## config.mk

```make
export PLATFORM = sky130hd
export DESIGN_NAME = program_sequencer_stack_flat
export DESIGN_NICKNAME = d
export VERILOG_FILES = /design/src/rtl/program_sequencer_stack_if.sv /design/src/rtl/program_sequencer_stack.sv /design/src/flat_wrapper.sv
export SDC_FILE = /design/constraint.sdc
export NUM_CORES = 1
export LEC_CHECK = 0
export ABC_AREA = 0
export CAP_MARGIN = 20
export CORE_MARGIN = 4
export CORE_UTILIZATION = 45
export CTS_BUF_LIST = sky130_fd_sc_hd__clkbuf_4
export CTS_CLUSTER_SIZE = 20
export DETAILED_ROUTE_END_ITERATION = 12
export GPL_TIMING_DRIVEN = 0
export PLACE_DENSITY_LB_ADDON = 0.12
export SYNTH_ARGS = -nofsm -noshare
export SYNTH_HDL_FRONTEND = slang
export SYNTH_SLANG_ARGS = --single-unit
export TNS_END_PERCENT = 100
```

## constraint.sdc

```tcl
create_clock -name clk -period 2.4 [get_ports clk]
set_input_delay 0.72 -clock clk [delete_from_list [all_inputs] [get_ports clk]]
set_output_delay 0.72 -clock clk [all_outputs]
set_load 0.005 [all_outputs]
```

## src/rtl/program_sequencer_stack_if.sv

```systemverilog
// Control and status bundle between an instruction decoder and the program sequencer.
// The decoder side drives the jump/call/return requests; the sequencer reports fetch address and stack state.
interface program_sequencer_stack_if #(
  parameter int PC_WIDTH    = 8,
  parameter int JA_WIDTH    = 4,
  parameter int STACK_DEPTH = 4,
  parameter int SP_WIDTH    = $clog2(STACK_DEPTH + 1)
);
  logic                hold;
  logic                jmp;
  logic                jmp_nz;
  logic                dont_jmp;
  logic                call;
  logic                ret;
  logic [JA_WIDTH-1:0] jmp_addr;
  logic [PC_WIDTH-1:0] pm_addr;
  logic [PC_WIDTH-1:0] pc;
  logic [SP_WIDTH-1:0] sp;
  logic                stack_full;
  logic                stack_empty;
  logic                overflow;
  logic                underflow;

  modport master (
    output hold, jmp, jmp_nz, dont_jmp, call, ret, jmp_addr,
    input  pm_addr, pc, sp, stack_full, stack_empty, overflow, underflow
  );

  modport slave (
    input  hold, jmp, jmp_nz, dont_jmp, call, ret, jmp_addr,
    output pm_addr, pc, sp, stack_full, stack_empty, overflow, underflow
  );
endinterface

```

## src/rtl/program_sequencer_stack.sv

```systemverilog
// Program counter sequencer with jump/call/return and a small LIFO return-address stack.
// pm_addr is the combinational next-fetch address; pc registers it every clock.
module program_sequencer_stack #(
  parameter int PC_WIDTH    = 8,
  parameter int JA_WIDTH    = 4,
  parameter int STACK_DEPTH = 4,
  parameter int SP_WIDTH    = $clog2(STACK_DEPTH + 1)
) (
  input logic                      clk,
  input logic                      reset_n,
  program_sequencer_stack_if.slave bus
);

  logic [PC_WIDTH-1:0] pc_reg;
  logic [SP_WIDTH-1:0] sp_reg;
  logic [SP_WIDTH-1:0] sp_next;
  logic                overflow_reg;
  logic                underflow_reg;
  logic [PC_WIDTH-1:0] stack_reg [STACK_DEPTH];

  logic [PC_WIDTH-1:0] pc_inc;
  logic [PC_WIDTH-1:0] target;
  logic [PC_WIDTH-1:0] top_entry;
  logic [PC_WIDTH-1:0] pm_addr_next;
  logic                full;
  logic                empty;
  logic                push;
  logic                pop;
  logic                overflow_set;
  logic                underflow_set;

  assign full   = (sp_reg == SP_WIDTH'(STACK_DEPTH));
  assign empty  = (sp_reg == '0);
  assign pc_inc = pc_reg + PC_WIDTH'(1);
  // Shift rather than concatenate so JA_WIDTH == PC_WIDTH needs no zero-width field.
  assign target = PC_WIDTH'(bus.jmp_addr) << (PC_WIDTH - JA_WIDTH);

  always_comb begin
    top_entry = '0;
    for (int i = 0; i < STACK_DEPTH; i++) begin
      if (sp_reg == SP_WIDTH'(i + 1)) top_entry = stack_reg[i];
    end
  end

  always_comb begin
    pm_addr_next  = pc_inc;
    push          = 1'b0;
    pop           = 1'b0;
    overflow_set  = 1'b0;
    underflow_set = 1'b0;
    if (!reset_n) begin
      pm_addr_next = '0;
    end else if (bus.hold) begin
      pm_addr_next = pc_reg;
    end else if (bus.ret) begin
      if (empty) begin
        underflow_set = 1'b1;
      end else begin
        pm_addr_next = top_entry;
        pop          = 1'b1;
      end
    end else if (bus.call) begin
      // A call on a full stack still jumps; only the return address is lost.
      pm_addr_next = target;
      if (full) overflow_set = 1'b1;
      else      push         = 1'b1;
    end else if (bus.jmp || (bus.jmp_nz && !bus.dont_jmp)) begin
      pm_addr_next = target;
    end
  end

  always_comb begin
    sp_next = sp_reg;
    if (push)     sp_next = sp_reg + SP_WIDTH'(1);
    else if (pop) sp_next = sp_reg - SP_WIDTH'(1);
  end

  always_ff @(posedge clk or negedge reset_n) begin
    if (!reset_n) begin
      pc_reg        <= '0;
      sp_reg        <= '0;
      overflow_reg  <= 1'b0;
      underflow_reg <= 1'b0;
    end else begin
      pc_reg        <= pm_addr_next;
      sp_reg        <= sp_next;
      overflow_reg  <= overflow_reg | overflow_set;
      underflow_reg <= underflow_reg | underflow_set;
    end
  end

  always_ff @(posedge clk or negedge reset_n) begin
    if (!reset_n) begin
      for (int i = 0; i < STACK_DEPTH; i++) stack_reg[i] <= '0;
    end else begin
      for (int i = 0; i < STACK_DEPTH; i++) begin
        if (push && sp_reg == SP_WIDTH'(i)) stack_reg[i] <= pc_inc;
      end
    end
  end

  assign bus.pm_addr     = pm_addr_next;
  assign bus.pc          = pc_reg;
  assign bus.sp          = sp_reg;
  assign bus.stack_full  = full;
  assign bus.stack_empty = empty;
  assign bus.overflow    = overflow_reg;
  assign bus.underflow   = underflow_reg;

endmodule

```

## src/flat_wrapper.sv

```systemverilog
// flat-port wrapper written by rule: the top's interface ports become plain ports
module program_sequencer_stack_flat 
#(
  parameter int PC_WIDTH    = 8,
  parameter int JA_WIDTH    = 4,
  parameter int STACK_DEPTH = 4,
  parameter int SP_WIDTH    = $clog2(STACK_DEPTH + 1)
)
  (clk, reset_n, bus_hold, bus_jmp, bus_jmp_nz, bus_dont_jmp, bus_call, bus_ret, bus_jmp_addr, bus_pm_addr, bus_pc, bus_sp, bus_stack_full, bus_stack_empty, bus_overflow, bus_underflow);
  program_sequencer_stack_if #(.PC_WIDTH(PC_WIDTH), .JA_WIDTH(JA_WIDTH), .STACK_DEPTH(STACK_DEPTH), .SP_WIDTH(SP_WIDTH)) bus_i ();
  input logic clk;
  input logic reset_n;
  input wire logic [$bits(bus_i.hold)-1:0] bus_hold;
  input wire logic [$bits(bus_i.jmp)-1:0] bus_jmp;
  input wire logic [$bits(bus_i.jmp_nz)-1:0] bus_jmp_nz;
  input wire logic [$bits(bus_i.dont_jmp)-1:0] bus_dont_jmp;
  input wire logic [$bits(bus_i.call)-1:0] bus_call;
  input wire logic [$bits(bus_i.ret)-1:0] bus_ret;
  input wire logic [$bits(bus_i.jmp_addr)-1:0] bus_jmp_addr;
  output wire logic [$bits(bus_i.pm_addr)-1:0] bus_pm_addr;
  output wire logic [$bits(bus_i.pc)-1:0] bus_pc;
  output wire logic [$bits(bus_i.sp)-1:0] bus_sp;
  output wire logic [$bits(bus_i.stack_full)-1:0] bus_stack_full;
  output wire logic [$bits(bus_i.stack_empty)-1:0] bus_stack_empty;
  output wire logic [$bits(bus_i.overflow)-1:0] bus_overflow;
  output wire logic [$bits(bus_i.underflow)-1:0] bus_underflow;
  assign bus_i.hold = bus_hold;
  assign bus_i.jmp = bus_jmp;
  assign bus_i.jmp_nz = bus_jmp_nz;
  assign bus_i.dont_jmp = bus_dont_jmp;
  assign bus_i.call = bus_call;
  assign bus_i.ret = bus_ret;
  assign bus_i.jmp_addr = bus_jmp_addr;
  assign bus_pm_addr = bus_i.pm_addr;
  assign bus_pc = bus_i.pc;
  assign bus_sp = bus_i.sp;
  assign bus_stack_full = bus_i.stack_full;
  assign bus_stack_empty = bus_i.stack_empty;
  assign bus_overflow = bus_i.overflow;
  assign bus_underflow = bus_i.underflow;
  program_sequencer_stack #(.PC_WIDTH(PC_WIDTH), .JA_WIDTH(JA_WIDTH), .STACK_DEPTH(STACK_DEPTH), .SP_WIDTH(SP_WIDTH)) u_core (.clk(clk), .reset_n(reset_n), .bus(bus_i));
endmodule
```

==> results of run 1 <==
==> worst min-delay path by stage <==
stage	startpoint	endpoint	slack, ps
after global placement	u_core.bus.overflow	u_core.bus.overflow	440
final	reset_n	u_core.bus.overflow	240
after CTS	reset_n	u_core.bus.overflow	250
after floorplan	reset_n	u_core.bus.overflow	420
after global routing	reset_n	u_core.bus.overflow	250
after detailed placement	u_core.bus.overflow	u_core.bus.overflow	460
==> metal layers <==
metal	up-vias	share of wire [%]
met3	12	3.2
met2	42	49
li1	1010	-
met5	-	0
met1	1055	46
met4	0	1.9
==> placed cells by master, fill, tap and decap left out, drive strengths merged, types with 4 or more instances in the layout <==
| cell type | netlist | final |
|---|---|---|
| buf | 11 | 50 |
| dlygate4sd2 | 0 | 4 |
| clkbuf | 3 | 8 |
| dfrtp | 45 | 45 |
| mux2 | 4 | 4 |
| nor3 | 4 | 4 |
| nor2b | 5 | 5 |
| nand3 | 11 | 11 |
| xnor2 | 4 | 4 |
| inv | 6 | 6 |
| o21ai | 39 | 39 |
| a22oi | 5 | 5 |
| nand2 | 41 | 41 |
| nand3b | 4 | 4 |
| nor2 | 4 | 4 |
| and3 | 4 | 4 |
| ha | 7 | 7 |
| clkdlybuf4s50 | 0 | 19 |
==> power breakdown <==
part	switching (uW)	internal, uW
logic	642	676
clock network	264	111
registers	129	912
==> final cells by class <==
class,count,area share [%]
plain buffers,14,4.16
clock buffers,5,1.12
clock inverters,3,0.524
inverters,6,0.749
multi-input cells,175,41.4
flip-flops and latches,45,33.8
well taps,70,2.62
repair buffers,62,15.5
==> cells by family (layout without fill, tap and decap cells) <==
kind of cell | Yosys count | after routing | synth area share [%]
simple gates | 83 | 83 | 19.3
flops | 45 | 45 | 45.6
mux | 5 | 5 | 2.84
buf+inv | 20 | 90 | 5.68
fa+ha+maj | 7 | 7 | 3.55
compound gates | 74 | 74 | 20.6
xor+xnor | 6 | 6 | 2.43
==> per-stage QoR <==
step	TNS (ps)	instance area, um^2	power, uW
floorplan	-43.9	2510	1630
global placement	-134890	2920	1980
detailed placement	-10610	2940	2000
CTS	-6000	3340	2700
global route	-7400	3340	2910
finish	-6050	3340	2730
==> timing repair <==
item,4_1_cts,5_1_grt
hold endpoints to repair,0,0
pin swaps,28,1
resized for setup,75,1
endpoints found under the setup margin,10,11
setup buffers,29,0
==> results.sh, run 1 <==
export IMPL_status="finished with violations"
export IMPL_violations="setup timing"
export IMPL_clock_skew_ps=17.7
export IMPL_gp_congestion=0.789
export IMPL_start_util_pct=47.4
export IMPL_critPathKind="register to primary output"
export IMPL_min_path_type="input pin to asynchronous set/reset pin"
export IMPL_grt_max_degree=33
export IMPL_met3_usage_pct=3.51
export IMPL_clock_fmax_mhz=322
export IMPL_die_w_um=82.1
export IMPL_fin_crit_sh_pct=129
export IMPL_fillCellCount=442
export IMPL_reg2reg_to="u_core.bus.pc[4]"
export IMPL_port_buffer_count=32
export IMPL_crit_fanout=5
export IMPL_core_area_um2=5200
export IMPL_netlist_area_leader_share_pct=45.6
export IMPL_relSlewSlack_pct=67.8
export IMPL_synth_seq_cells=45
export IMPL_yosysTopAreaCell="dfrtp_1"
export IMPL_drc=0
export IMPL_rsz0062_at_grt="true"
export IMPL_largest_reg_flops=32
export IMPL_rows=26
export IMPL_drtIter0Drc=135
export IMPL_ir_drop_v=0.000456
export IMPL_avgSynthCellArea_um2=10.3
export IMPL_timing_reg2reg_setup_slack_ps=-20
export IMPL_synth_edf_count=0
export IMPL_final_layout_size_suffix_gt1_share_pct=37.7
export IMPL_max_stage_delay_ps=490
export IMPL_final_cells=380
export IMPL_path_cells="ha_4 -> ha_4 -> or2_1 -> buf_6 -> nor2b_4 -> buf_6 -> a221o_1 -> o21ai_2 -> a32oi_1 -> buf_2"
export IMPL_finalHoldViolations=0
export IMPL_cp_arrival_ps=2380
export IMPL_use_met2_pct=36.3
export IMPL_syn_num_nets=259
export IMPL_r2r_start="u_core.bus.sp[0]"
export IMPL_crit_cells=10
export IMPL_synth_warnings=0
export IMPL_dp_cells=343
export IMPL_clk_latency_ps=370
export IMPL_synth_most_common_cell="dfrtp_1"
export IMPL_yosys_top_cells_count="dfrtp_1 (45), nand2_1 (38), o21ai_1 (22)"
export IMPL_track_usage_pct=22.1
export IMPL_seq_area_frac_synth_pct=45.6
export IMPL_path_delay_family="flip-flops"
export IMPL_antenna_found_initial=0
export IMPL_synthCells=240
export IMPL_slowest_stage="dfrtp_2"
export IMPL_ios=35
export IMPL_post_drt_via_cell_ratio=5.58
export IMPL_final_nets=328
export IMPL_ys_dominant_reg_cell="dfrtp_1"
export IMPL_async_reset_ff_share_pct=100
export IMPL_syn2layout_area_growth_pct=35.4
export IMPL_use_met1_pct=30.2
export IMPL_grt_pass1_vias=2161
export IMPL_netlist_top_cells_area="dfrtp_1 (46%), nand2_1 (5.8%), o21ai_1 (4.5%)"
export IMPL_ant_nets=0
export IMPL_die_h_um=82.1
export IMPL_cts_sink_count=45
export IMPL_vias=2119
export IMPL_maxCapViolations=0
export IMPL_postCtsHoldBufs=0
export IMPL_clk_pin_slew_ps=140
export IMPL_grt_busiest_layer="met2"
export IMPL_fp_dieArea_um2=6730
export IMPL_ys_types=60
export IMPL_slew_violations=0
export IMPL_insertedDiodeCount=0
export IMPL_p_leak_uw=0.00145
export IMPL_power_density_nw_per_um2=818
export IMPL_clockBufferDepth=2
export IMPL_hold_slack_ps=238
export IMPL_dp_slack_ps=-1120
export IMPL_start_kind="register"
export IMPL_endpoint_kind="primary output"
export IMPL_numCtsBuffers=5
export IMPL_final_min_clock_period_ps=3100
export IMPL_grt_pass1_wl_um=11100
export IMPL_fin_util_pct=64.2
export IMPL_setup_viol=11
export IMPL_cts_tree="done"
export IMPL_setup_ws_ps=-701
export IMPL_cts_htree_levels=2
export IMPL_cp_required_ps=1680
export IMPL_worst_path_buf_inv=3
export IMPL_worstMarginPinSlew_ps=480
export IMPL_crit_path_start="u_core.bus.sp[1]"
export IMPL_area_sequential_um2=1130
export IMPL_grt_ovfl_total=0
export IMPL_wirelength_um=6760
export IMPL_synth_area_um2=2470
export IMPL_rr_worst_depth=14
export IMPL_root_buffer="clkbuf_4"
export IMPL_dp_hpwl_um=4720
export IMPL_routed_wire_length_per_instance_um=17.8
export IMPL_cp_endpoint="bus_pm_addr[2]"
export IMPL_dr_pass1_iters=4
export IMPL_multi_input_comb_area_um2=1390
Power figures use the tool's default switching activity.
==> run 2, diff against run 1 <==
- CORE_MARGIN: 4 -> default
==> results.sh, run 2 (synthesis results as in run 1) <==
export IMPL_final_layout_size_suffix_gt1_share_pct=40.6
export IMPL_path_delay_family="simple AND/OR/NAND/NOR gates"
export IMPL_cts_sink_count=45
export IMPL_port_buffer_count=32
export IMPL_layout_commonest_cell="dfrtp_1"
export IMPL_ant_nets=0
export IMPL_drtIter0Drc=151
export IMPL_cts_htree_levels=2
export IMPL_worstMarginPinSlew_ps=465
export IMPL_final_cell_mix="dfrtp_1 (42), nand2_1 (37), buf_4 (21), o21ai_1 (21), clkdlybuf4s50_1 (18)"
export IMPL_syn2layout_area_growth_pct=40.1
export IMPL_grt_max_degree=18
export IMPL_start_kind="register"
export IMPL_relSlewSlack_pct=68.9
export IMPL_slowest_stage="dfrtp_1"
export IMPL_fin_crit_sh_pct=130
export IMPL_start_util_pct=47.4
export IMPL_postCtsHoldBufs=0
export IMPL_dr_pass1_iters=4
export IMPL_die_w_um=76.1
export IMPL_post_drt_via_cell_ratio=5.59
export IMPL_largest_reg_flops=32
export IMPL_gp_congestion=0.778
export IMPL_fp_dieArea_um2=5790
export IMPL_cp_required_ps=1680
export IMPL_die_h_um=76.1
export IMPL_final_area_um2=3460
export IMPL_clk_pin_slew_ps=150
export IMPL_final_min_clock_period_ps=3130
export IMPL_critPathKind="register to primary output"
export IMPL_endpoint_kind="primary output"
export IMPL_crit_path_start="u_core.bus.sp[0]"
export IMPL_wirelength_um=6650
export IMPL_cts_tree="done"
export IMPL_setup_viol=9
export IMPL_clockBufferDepth=2
export IMPL_core_area_um2=5200
export IMPL_p_total_uw=2860
export IMPL_clock_skew_ps=19.1
export IMPL_root_buffer="clkbuf_4"
export IMPL_clk_latency_ps=380
export IMPL_placed_cell_area_um2=2940
export IMPL_clock_fmax_mhz=319
export IMPL_max_stage_delay_ps=430
export IMPL_antenna_found_initial=0
export IMPL_insertedDiodeCount=0
export IMPL_p_leak_uw=0.00148
export IMPL_status="finished with violations"
export IMPL_setup_ws_ps=-731
export IMPL_hold_slack_ps=135
export IMPL_violations="setup timing"
export IMPL_dp_slack_ps=-1160
export IMPL_cp_arrival_ps=2410
export IMPL_numCtsBuffers=5
export IMPL_track_usage_pct=24.6
export IMPL_vias=2114
export IMPL_rsz0062_at_grt="true"
export IMPL_slew_violations=0
export IMPL_dp_hpwl_um=4460
export IMPL_worst_path_buf_inv=3
export IMPL_final_nets=326
export IMPL_finalHoldViolations=0
export IMPL_rows=26
export IMPL_maxCapViolations=0
export IMPL_grt_pass1_wl_um=10900
export IMPL_power_density_nw_per_um2=828
export IMPL_crit_fanout=5
export IMPL_grt_pass1_vias=2061
export IMPL_drc=0
export IMPL_routed_wire_length_per_instance_um=17.6
export IMPL_fin_util_pct=66.4
export IMPL_grt_ovfl_total=0
export IMPL_ios=35
export IMPL_min_path_type="input pin to asynchronous set/reset pin"
export IMPL_ir_drop_v=0.000497
export IMPL_r2r_start="u_core.bus.sp[0]"
export IMPL_path_cells="buf_6 -> ha_4 -> ha_4 -> or2_4 -> nor2b_4 -> buf_6 -> a221o_1 -> o21ai_2 -> a32oi_2 -> buf_2"
[run 2: repair_timing]
action	CTS	global route
setup endpoints to repair	10	10
resized for setup	73	29
gates cloned	1	0
endpoints found under the hold margin	0	0
buffers inserted	18	10
pin swaps	19	15
[run 2: final cells by class]
cell class	count	area, um^2
Buffer	12	125
Clock buffer	5	37.5
Clock inverter	3	21.3
Fill cell	418	1750
Inverter	6	27.5
Multi-Input combinational cell	175	1460
Sequential cell	45	1130
Tap cell	70	87.6
Timing Repair Buffer	62	574
[run 2: final timing paths]
path                                        end  slack (ps)  cells past startpoint
max                              bus_pm_addr[2]        -730                     10
min                            u_core.bus.pc[3]         130                      1
max reg2reg                    u_core.bus.pc[6]         300                     10
min reg2reg                u_core.bus.underflow         490                      1
max in group asynchronous  u_core.stack_reg[20]        1810                      2
min in group clk           u_core.bus.underflow         490                      1
[run 2: through the flow]
step	TNS (ps)	instances
after floorplan	-43.9	240
after global placement	-134320	342
after detailed placement	-18130	343
after CTS	-5630	370
after global routing	-5900	378
final	-5000	378
[run 2: power breakdown]
part | internal [uW] | switching [uW] | leakage, uW
Sequential | 911 | 131 | 0.000605
Clock | 117 | 272 | 0.0000332
Combinational | 752 | 680 | 0.000840
Total | 1780 | 1080 | 0.00148
[run 2: per-layer routing]
metal  vias to the layer above  share of wire, %  GRT usage, %
li1                       1009                 -             -
met1                      1040                45          33.6
met2                        58                49          39.4
met3                         7               5.1          3.95
met4                         0               1.1          9.04
met5                         -                 0             0
==> run 3, diff against run 2 <==
- CORE_ASPECT_RATIO: default -> 1.4
- TNS_END_PERCENT: 100 -> default
==> results.sh, run 3 (synthesis results as in run 1) <==
export IMPL_dp_hpwl_um=4510
export IMPL_vias=2126
export IMPL_rr_worst_depth=9
export IMPL_fp_dieArea_um2=5790
export IMPL_rows=31
export IMPL_layout_commonest_cell="dfrtp_1"
export IMPL_comb_power_share_pct=50.9
export IMPL_relSlewSlack_pct=65.9
export IMPL_status="finished with violations"
export IMPL_ant_nets=0
export IMPL_endpoint_kind="primary output"
export IMPL_grt_pass1_wl_um=10700
export IMPL_clkPwrFrac_pct=12.7
export IMPL_fillCellCount=437
export IMPL_postCtsHoldBufs=0
export IMPL_syn2layout_area_growth_pct=38.6
export IMPL_p_leak_uw=0.00147
export IMPL_cts_htree_levels=2
export IMPL_antenna_found_initial=0
export IMPL_gp_congestion=0.821
export IMPL_post_drt_via_cell_ratio=5.65
export IMPL_cts_tree="done"
export IMPL_wirelength_um=6940
export IMPL_track_usage_pct=25.5
export IMPL_routed_wire_length_per_instance_um=18.5
export IMPL_drc=0
export IMPL_clk_pin_slew_ps=140
export IMPL_cts_sink_count=45
export IMPL_final_cells=376
export IMPL_die_w_um=64.6
export IMPL_power_density_nw_per_um2=839
export IMPL_final_nets=328
export IMPL_internal_power_uw=1800
export IMPL_worstMarginPinSlew_ps=508
export IMPL_start_kind="register"
export IMPL_root_buffer="clkbuf_4"
export IMPL_crit_fanout=6
export IMPL_final_layout_size_suffix_gt1_share_pct=39.4
export IMPL_ir_drop_v=0.000390
export IMPL_clk_latency_ps=370
export IMPL_maxCapViolations=0
export IMPL_dp_slack_ps=-1050
export IMPL_critPathKind="register to primary output"
export IMPL_crit_path_start="u_core.bus.sp[1]"
export IMPL_setup_viol=8
export IMPL_ios=35
export IMPL_drtIter0Drc=117
export IMPL_p_total_uw=2870
export IMPL_setup_ws_ps=-683
export IMPL_seq_power_share_pct=36.3
export IMPL_clock_fmax_mhz=324
export IMPL_clock_skew_ps=10.4
export IMPL_clockBufferDepth=2
export IMPL_core_area_um2=5240
export IMPL_grt_pass1_vias=2054
export IMPL_violations="setup timing"
export IMPL_dp_cells=339
export IMPL_grt_ovfl_total=0
export IMPL_fin_crit_sh_pct=128
export IMPL_min_path_type="input pin to asynchronous set/reset pin"
export IMPL_rsz0062_at_grt="true"
export IMPL_cp_arrival_ps=2360
export IMPL_swShare_pct=37.3
export IMPL_finalHoldViolations=0
export IMPL_tns_ps=-4880
export IMPL_start_util_pct=47.1
export IMPL_final_min_clock_period_ps=3080
export IMPL_cp_required_ps=1680
export IMPL_numCtsBuffers=5
export IMPL_die_h_um=89.6
export IMPL_dr_pass1_iters=4
export IMPL_largest_reg_flops=32
export IMPL_grt_max_degree=32
export IMPL_port_buffer_count=32
export IMPL_r2r_start="u_core.bus.sp[2]"
export IMPL_hold_slack_ps=195
export IMPL_switching_power_uw=1070
export IMPL_slew_violations=0
export IMPL_insertedDiodeCount=0
export IMPL_final_cell_mix="dfrtp_1 (41), nand2_1 (37), buf_4 (25), o21ai_1 (22), clkdlybuf4s50_1 (18)"
-- run 3: changes by cell type in the layout (fill, tap and decap cells not counted), sizes merged --
cell / before / now
dlygate4sd2: 4 / 3
buf: 49 / 52
clkbuf: 7 / 8
inv: 7 / 6
clkinv: 2 / 3
bufbuf: 1 / 0
-- run 3: worst max-delay path: stages, from the launching register on --
cell	delay (ps)
dfrtp_2	490
ha_4	180
ha_4	160
or2_1	210
buf_6	140
nor2b_4	150
a221o_1	200
o21ai_2	90
a32oi_2	220
buf_2	140
-- run 3: area by class of cell --
cell class | instances | area [um^2] | area share [%]
Buffer | 13 | 156 | 4.57
Multi-Input combinational cell | 175 | 1420 | 41.5
Clock buffer | 5 | 37.5 | 1.10
Tap cell | 66 | 82.6 | 2.41
Inverter | 6 | 30.0 | 0.878
Clock inverter | 3 | 12.5 | 0.366
Sequential cell | 45 | 1130 | 33.1
Timing Repair Buffer | 63 | 552 | 16.1
-- run 3: metal layers --
metal / global-route usage [%] / vias to the layer above / wire length [um]
li1: - / 1009 / -
met1: 30.6 / 1048 / 2940
met2: 45.0 / 56 / 3540
met3: 4.55 / 13 / 263
met4: 10.9 / 0 / 193
met5: 0 / - / 0
-- run 3: through the flow --
stage	util (%)	cell area, um^2
finish	65.4	3420
global placement	55.7	2920
detailed placement	56.0	2930
CTS	63.3	3310
floorplan	-	2510
global route	65.4	3420
-- run 3: worst paths after layout --
kind,end,slack (ps)
worst max-delay path,bus_pm_addr[2],-680
worst min-delay path,u_core.bus.sp[1],200
worst max register to register,u_core.bus.pc[2],370
worst min register to register,u_core.bus.overflow,480
max in group asynchronous,u_core.stack_reg[15],1760
min in group clk,u_core.bus.overflow,480
-- run 3: power by group through the flow --
stage	logic [uW]	clock network [uW]	registers, uW
detailed placement	942	0	1060
finish	1460	366	1040
CTS	1320	371	1040
global placement	928	0	1050
global route	1580	400	1060
floorplan	601	0	1030
-- run 3: what timing repair did --
action                                  4_1_cts  5_1_grt
endpoints found under the setup margin       10       10
pin swaps                                    29       12
setup buffers                                20       12
gates resized for setup                      96       10
